### src/rtl/puf_key_deriver.sv
// PUF-to-key derivation: majority-vote NUM_SAMPLES PUF responses, expand and mix into a KEY_W-bit key.
// Optional stability checking is enabled by defining PUFKEY_STAB_CHK_EN.
module puf_key_deriver #(
  parameter int PUF_W        = 16,
  parameter int KEY_W        = 128,
  parameter int NUM_SAMPLES  = 3,
  parameter int ROUNDS       = 5,
  parameter int ROT          = 7,
  parameter int UNSTABLE_MAX = 4
) (
  input  logic             clk,
  input  logic             rst,
  input  logic             start,
  input  logic             puf_valid,
  output logic             puf_ready,
  input  logic [PUF_W-1:0] puf_data,
  output logic [KEY_W-1:0] key_out,
  output logic             key_valid,
  input  logic             key_ack,
  output logic             key_err,
  output logic             busy
);

  localparam int WORDS = KEY_W / PUF_W;
  localparam int CW    = $clog2(NUM_SAMPLES + 1);

  typedef enum logic [2:0] {
    S_IDLE    = 3'd0,
    S_COLLECT = 3'd1,
    S_VOTE    = 3'd2,
    S_INIT    = 3'd3,
    S_MIX     = 3'd4,
    S_DONE    = 3'd5
`ifdef PUFKEY_STAB_CHK_EN
    , S_ERR   = 3'd6
`endif
  } state_t;

  function automatic logic [PUF_W-1:0] rotl_puf(input logic [PUF_W-1:0] x, input int n);
    logic [2*PUF_W-1:0] t;
    t = {x, x} << n;
    return t[2*PUF_W-1 -: PUF_W];
  endfunction

  function automatic logic [KEY_W-1:0] init_key(input logic [PUF_W-1:0] v);
    logic [KEY_W-1:0] k;
    logic [7:0]       pat;
    k = {KEY_W{1'b0}};
    for (int i = 0; i < WORDS; i++) begin
      pat = 8'hA5 ^ 8'(i);
      k[i*PUF_W +: PUF_W] = rotl_puf(v, i % PUF_W) ^ {(PUF_W/8){pat}};
    end
    return k;
  endfunction

  function automatic logic [KEY_W-1:0] mix_round(input logic [KEY_W-1:0] k,
                                                 input logic [PUF_W-1:0] v,
                                                 input logic [3:0]       r);
    return {k[KEY_W-ROT-1:0], k[KEY_W-1:KEY_W-ROT]} ^ (k >> (KEY_W/2)) ^
           {WORDS{v}} ^ {(KEY_W/8){{4'h0, r}}};
  endfunction

`ifdef PUFKEY_STAB_CHK_EN
  function automatic logic [7:0] popcount(input logic [PUF_W-1:0] x);
    logic [7:0] c;
    c = 8'd0;
    for (int b = 0; b < PUF_W; b++) begin
      c = c + 8'(x[b]);
    end
    return c;
  endfunction
`endif

  state_t           state_r;
  logic [CW-1:0]    cnt_r [PUF_W];
  logic [CW-1:0]    smp_cnt_r;
  logic [PUF_W-1:0] vote_r;
  logic [KEY_W-1:0] key_r;
  logic [3:0]       round_r;
  logic             puf_ready_r;
  logic             key_valid_r;
  logic [KEY_W-1:0] key_out_r;
  logic             busy_r;
  logic [PUF_W-1:0] vote_s;
  logic [KEY_W-1:0] init_key_s;
  logic [KEY_W-1:0] mix_key_s;
`ifdef PUFKEY_STAB_CHK_EN
  logic [PUF_W-1:0] and_all_r;
  logic [PUF_W-1:0] or_all_r;
  logic             key_err_r;
  logic [7:0]       unstable_s;
  assign unstable_s = popcount(or_all_r ^ and_all_r);
  assign key_err    = key_err_r;
`else
  assign key_err    = 1'b0;
`endif

  // Bitwise majority of the collected samples
  always_comb begin
    vote_s = {PUF_W{1'b0}};
    for (int b = 0; b < PUF_W; b++) begin
      vote_s[b] = (cnt_r[b] > CW'(NUM_SAMPLES / 2));
    end
  end

  assign init_key_s = init_key(vote_r);
  assign mix_key_s  = mix_round(key_r, vote_r, round_r);

  assign puf_ready = puf_ready_r;
  assign key_valid = key_valid_r;
  assign key_out   = key_out_r;
  assign busy      = busy_r;

  // Control FSM with all datapath state and registered outputs
  always_ff @(posedge clk) begin
    if (rst) begin
      state_r     <= S_IDLE;
      smp_cnt_r   <= {CW{1'b0}};
      vote_r      <= {PUF_W{1'b0}};
      key_r       <= {KEY_W{1'b0}};
      round_r     <= 4'd0;
      puf_ready_r <= 1'b0;
      key_valid_r <= 1'b0;
      key_out_r   <= {KEY_W{1'b0}};
      busy_r      <= 1'b0;
      for (int b = 0; b < PUF_W; b++) begin
        cnt_r[b] <= {CW{1'b0}};
      end
`ifdef PUFKEY_STAB_CHK_EN
      and_all_r   <= {PUF_W{1'b0}};
      or_all_r    <= {PUF_W{1'b0}};
      key_err_r   <= 1'b0;
`endif
    end else begin
      case (state_r)
        S_IDLE: begin
          if (start) begin
            state_r     <= S_COLLECT;
            puf_ready_r <= 1'b1;
            busy_r      <= 1'b1;
            smp_cnt_r   <= {CW{1'b0}};
`ifdef PUFKEY_STAB_CHK_EN
            and_all_r   <= {PUF_W{1'b1}};
            or_all_r    <= {PUF_W{1'b0}};
`endif
          end
        end
        S_COLLECT: begin
          if (puf_valid && puf_ready_r) begin
            for (int b = 0; b < PUF_W; b++) begin
              cnt_r[b] <= cnt_r[b] + CW'(puf_data[b]);
            end
`ifdef PUFKEY_STAB_CHK_EN
            and_all_r <= and_all_r & puf_data;
            or_all_r  <= or_all_r | puf_data;
`endif
            if (smp_cnt_r == CW'(NUM_SAMPLES - 1)) begin
              state_r     <= S_VOTE;
              puf_ready_r <= 1'b0;
              smp_cnt_r   <= {CW{1'b0}};
            end else begin
              smp_cnt_r <= smp_cnt_r + CW'(1);
            end
          end
        end
        S_VOTE: begin
          for (int b = 0; b < PUF_W; b++) begin
            cnt_r[b] <= {CW{1'b0}};
          end
`ifdef PUFKEY_STAB_CHK_EN
          if (unstable_s > 8'(UNSTABLE_MAX)) begin
            state_r   <= S_ERR;
            key_err_r <= 1'b1;
            vote_r    <= {PUF_W{1'b0}};
            key_r     <= {KEY_W{1'b0}};
          end else begin
            state_r <= S_INIT;
            vote_r  <= vote_s;
          end
`else
          state_r <= S_INIT;
          vote_r  <= vote_s;
`endif
        end
        S_INIT: begin
          key_r   <= init_key_s;
          round_r <= 4'd0;
          state_r <= S_MIX;
        end
        S_MIX: begin
          key_r <= mix_key_s;
          // The final round is presented on key_out at the same edge it is computed
          if (round_r == 4'(ROUNDS - 1)) begin
            key_out_r   <= mix_key_s;
            key_valid_r <= 1'b1;
            round_r     <= 4'd0;
            state_r     <= S_DONE;
          end else begin
            round_r <= round_r + 4'd1;
          end
        end
        S_DONE: begin
          if (key_ack) begin
            key_out_r   <= {KEY_W{1'b0}};
            key_valid_r <= 1'b0;
            key_r       <= {KEY_W{1'b0}};
            vote_r      <= {PUF_W{1'b0}};
            busy_r      <= 1'b0;
            state_r     <= S_IDLE;
          end
        end
`ifdef PUFKEY_STAB_CHK_EN
        S_ERR: begin
          if (key_ack) begin
            key_err_r <= 1'b0;
            busy_r    <= 1'b0;
            state_r   <= S_IDLE;
          end
        end
`endif
        default: begin
          state_r     <= S_IDLE;
          puf_ready_r <= 1'b0;
          key_valid_r <= 1'b0;
          key_out_r   <= {KEY_W{1'b0}};
          key_r       <= {KEY_W{1'b0}};
          vote_r      <= {PUF_W{1'b0}};
          busy_r      <= 1'b0;
        end
      endcase
    end
  end

endmodule

### config.mk
export PLATFORM = sky130hd
export DESIGN_NAME = puf_key_deriver
export DESIGN_NICKNAME = d
export VERILOG_FILES = /design/src/rtl/puf_key_deriver.sv
export SDC_FILE = /design/constraint.sdc
export NUM_CORES = 1
export LEC_CHECK = 0
export BUFFER_PORTS_ARGS = -buffer_cell sky130_fd_sc_hd__buf_2
export CAP_MARGIN = 0
export CORE_MARGIN = 2
export CORE_UTILIZATION = 63
export DETAILED_ROUTE_END_ITERATION = 10
export GPL_ROUTABILITY_DRIVEN = 0
export PLACE_DENSITY = 0.9
export SLEW_MARGIN = 25
export SYNTH_ARGS = -nofsm -noshare
export SYNTH_HDL_FRONTEND = slang
export SYNTH_SLANG_ARGS = --single-unit
export TNS_END_PERCENT = 5
### constraint.sdc
create_clock -name clk -period 4.11 [get_ports clk]
set_input_delay 0.822 -clock clk [delete_from_list [all_inputs] [get_ports clk]]
set_output_delay 0.822 -clock clk [all_outputs]
set_load 0.005 [all_outputs]
==> run_results.csv <==
group,metric,value,unit
yosys,synth_cell_types,57,
cts,h-tree-depth,1,
pwr,p_seq_share,42.7,%
drt,firstDrtPassIters,6,
pwr,power.internal,6.04,mW
grt,grt_max_degree,139,
yosys,syn_area,14300,sq um
worst_setup_path,worstSetupEndpointType,"flip-flop",
drt,wl_per_cell,21.6,um
timing,setup_slack,0.618,ns
yosys,ys_top_cells_by_count,"300 x dfxtp_1, 233 x nand2_1, 229 x nor2_1, 134 x xnor2_1, 117 x a21oi_1",
grt,grt_pass1_wl,67.8,mm
placement,dpl.hpwl,29.5,mm
floorplanning,dieHeight,155,um
grt,grt_pass1_vias,12412,
pwr,ir_worst_vdd,0.351,mV
grt,grt_overflow,0,
cts,cts-buffers-inserted,31,
yosys,synth-main-ff-cell,"dfxtp_1",
cts,cts_resized,0,
floorplanning,ios,153,
pwr,power_switching,2.93,mW
timing,setup_viol,0,
worst_hold_path,worst_hold_startpoint,"key_out[47]",
timing,tightest_slew,0.996,ns
drt,drcViolationCount,0,
timing,finClkSkew,0.00959,ns
floorplanning,start_util,63.7,%
yosys,avgSynthCellArea,8.59,sq um
cells_and_area,syn_to_final_growth,12.8,%
drt,drtAntennaViolNets,0,
worst_setup_path,timing.rr.start,"state_r[1]",
worst_setup_path,rrSetupSlack,0.62,ns
drt,wirelength,44.2,mm
pwr,power.share.clock,33.0,%
worst_hold_path,hp-class,"reg2reg",
cts,clk-insertion-delay-late,0.55,ns
cts,clockBufferDepth,3,
grt,top_usage_layer,"met2",
placement,port_buffers,151,
timing,fmax,286,MHz
yosys,synthCells,1665,
run,drv_cap,0,
yosys,synth_nets,1706,
timing,slew_headroom,33.6,%
cts,cts.sinks,316,
placement,pre_cts_ws,0.748,ns
timing,post-route-period-util,85.0,%
grt,use_met1,45.1,%
pwr,comb_power_share,24.3,%
yosys,post-synth-top-area-fraction,42.0,%
pwr,total_power,8.97,mW
yosys,synth_area_leader_cell,"dfxtp_1",
yosys,yosysMostFrequentCell,"dfxtp_1",
cts,holdBufCountCts,0,
drt,drt-initial-drc-count,2261,
grt,met3_usage,9.22,%
yosys,ys_seq_area_share,45.4,%
worst_setup_path,crit_fanout,41,
cells_and_area,fin_nets,1775,
cts,cts_tree,"built",
cells_and_area,drive_gt1_share,13.6,%
floorplanning,die_area,23900,sq um
timing,fin_crit,3.49,ns
floorplanning,std_cell_rows,55,
pwr,p_sw_share,32.6,%
drt,via_per_inst,6.43,
grt,grt_use_met2,55.0,%
worst_setup_path,path_class,"reg2reg",
yosys,yosysWarnings,0,
yosys,synth_edf_count,16,
pwr,p_leak,6.18,nW
worst_setup_path,start_kind,"flip-flop",
cts,clkTransAtPathRegs,0.06,ns
worst_setup_path,required,4.57,ns
yosys,ys_seq_elements,316,
timing,hold_viol_final,0,
floorplanning,die-width,155,um
timing,slew_violations,0,
outcome,outcome,"completed",
pwr,power_density,556,nW/um^2
timing,grt_setup_unrepaired,"no",
timing,timing.hold.ws,0.453,ns
worst_setup_path,crit_path_start,"state_r[1]",
grt,antenna_found_initial,2,
floorplanning,coreArea,22400,sq um
timing,setup-tns-final,0,ns
cts,cts_setup_buffers,0,
yosys,synth.area.top_cells,"dfxtp_1 42%, xnor2_1 8.2%, nand2_1 6.1%, nor2_1 6.0%, a21oi_1 4.1%",
worst_setup_path,arrival,3.95,ns
grt,grt_usage,36.1,%
yosys,async_flop_share,0,%
cts,root_buffer,"clkbuf_16",
drt,vias,13124,
-- state kept, by name, indices dropped and copies added, names as in the netlist --
name and count:
key_out 128, busy 1, vote_r 16, key_valid 1, key_r 128, puf_ready 1
cnt_r 32, state_r 3, round_r 4, smp_cnt_r 2
-- per-layer routing --
| layer | share of wire, % | wire [um] | vias to the layer above |
|---|---|---|---|
| met5 | 0.025 | 11 | - |
| met4 | 7.9 | 3480 | 2 |
| met3 | 12 | 5420 | 265 |
| met2 | 43 | 19200 | 953 |
| met1 | 36 | 16000 | 6054 |
| li1 | - | - | 5850 |
-- layout make-up --
cell class | instances | area [sq um]
antenna | 2 | 5.00
clock buffer | 46 | 945
clock inverter | 8 | 121
fill | 1543 | 6310
inverter | 8 | 30.0
multi-input combinational | 1207 | 7220
sequential | 316 | 6490
tap | 285 | 357
timing repair buffer | 170 | 958
-- per-stage QoR --
| step | cell area [sq um] | utilization, % | cells |
|---|---|---|---|
| after floorplan | 14300 | - | 1665 |
| after global placement | 15000 | 67.1 | 1986 |
| after detailed placement | 15100 | 67.1 | 1986 |
| after CTS | 16100 | 71.8 | 2040 |
| after global routing | 16100 | 71.9 | 2040 |
| final | 16100 | 71.9 | 2042 |
-- final timing paths --
path | endpoint | cells past startpoint
worst max-delay path | key_out[59] | 6
worst min-delay path | key_out[47] | 2
worst max register to register | key_out[59] | 6
worst min register to register | key_out[47] | 2
-- layout by cell type (no fill, tap or decap), types with 13 or more instances in the layout --
master and instances:
dfxtp_1 300, nand2_1 233, nor2_1 228, buf_2 150, xnor2_1 134, a21oi_1 117
nor3_1 105, a211oi_1 66, nand3_1 41, xor2_1 40, o22ai_1 38, clkbuf_16 33
mux2i_1 25, ha_1 20, a22o_1 16, edfxtp_1 16, buf_4 14, o32ai_1 13
-- kinds of logic after synthesis --
group	after synthesis	share of synthesized area, %
and+or+nand+nor	684	21.3
buffers and inverters	142	4.32
adders and majority gates	20	1.75
muxes	25	1.75
AOI/OAI and AO/OA	291	13.3
DFF	316	45.4
xor gates and xnor gates	186	12.2
other	1	0.0262
-- power groups by stage --
| stage | combinational, mW | clock (mW) | sequential [mW] |
|---|---|---|---|
| after floorplan | 1.68 | 0 | 3.71 |
| after global placement | 1.98 | 0 | 3.84 |
| after detailed placement | 2.05 | 0 | 3.86 |
| after CTS | 2.10 | 2.94 | 3.80 |
| after global routing | 2.33 | 3.07 | 3.84 |
| final | 2.18 | 2.96 | 3.83 |
-- critical path: stages, from the launching register on --
cell     delay (ns)
dfxtp_1        0.89
inv_1          0.23
ha_1           0.33
nor2_1         0.30
o211a_4        0.53
nand2_1        0.68
o22ai_1        0.41
Power figures use the tool's default switching activity.
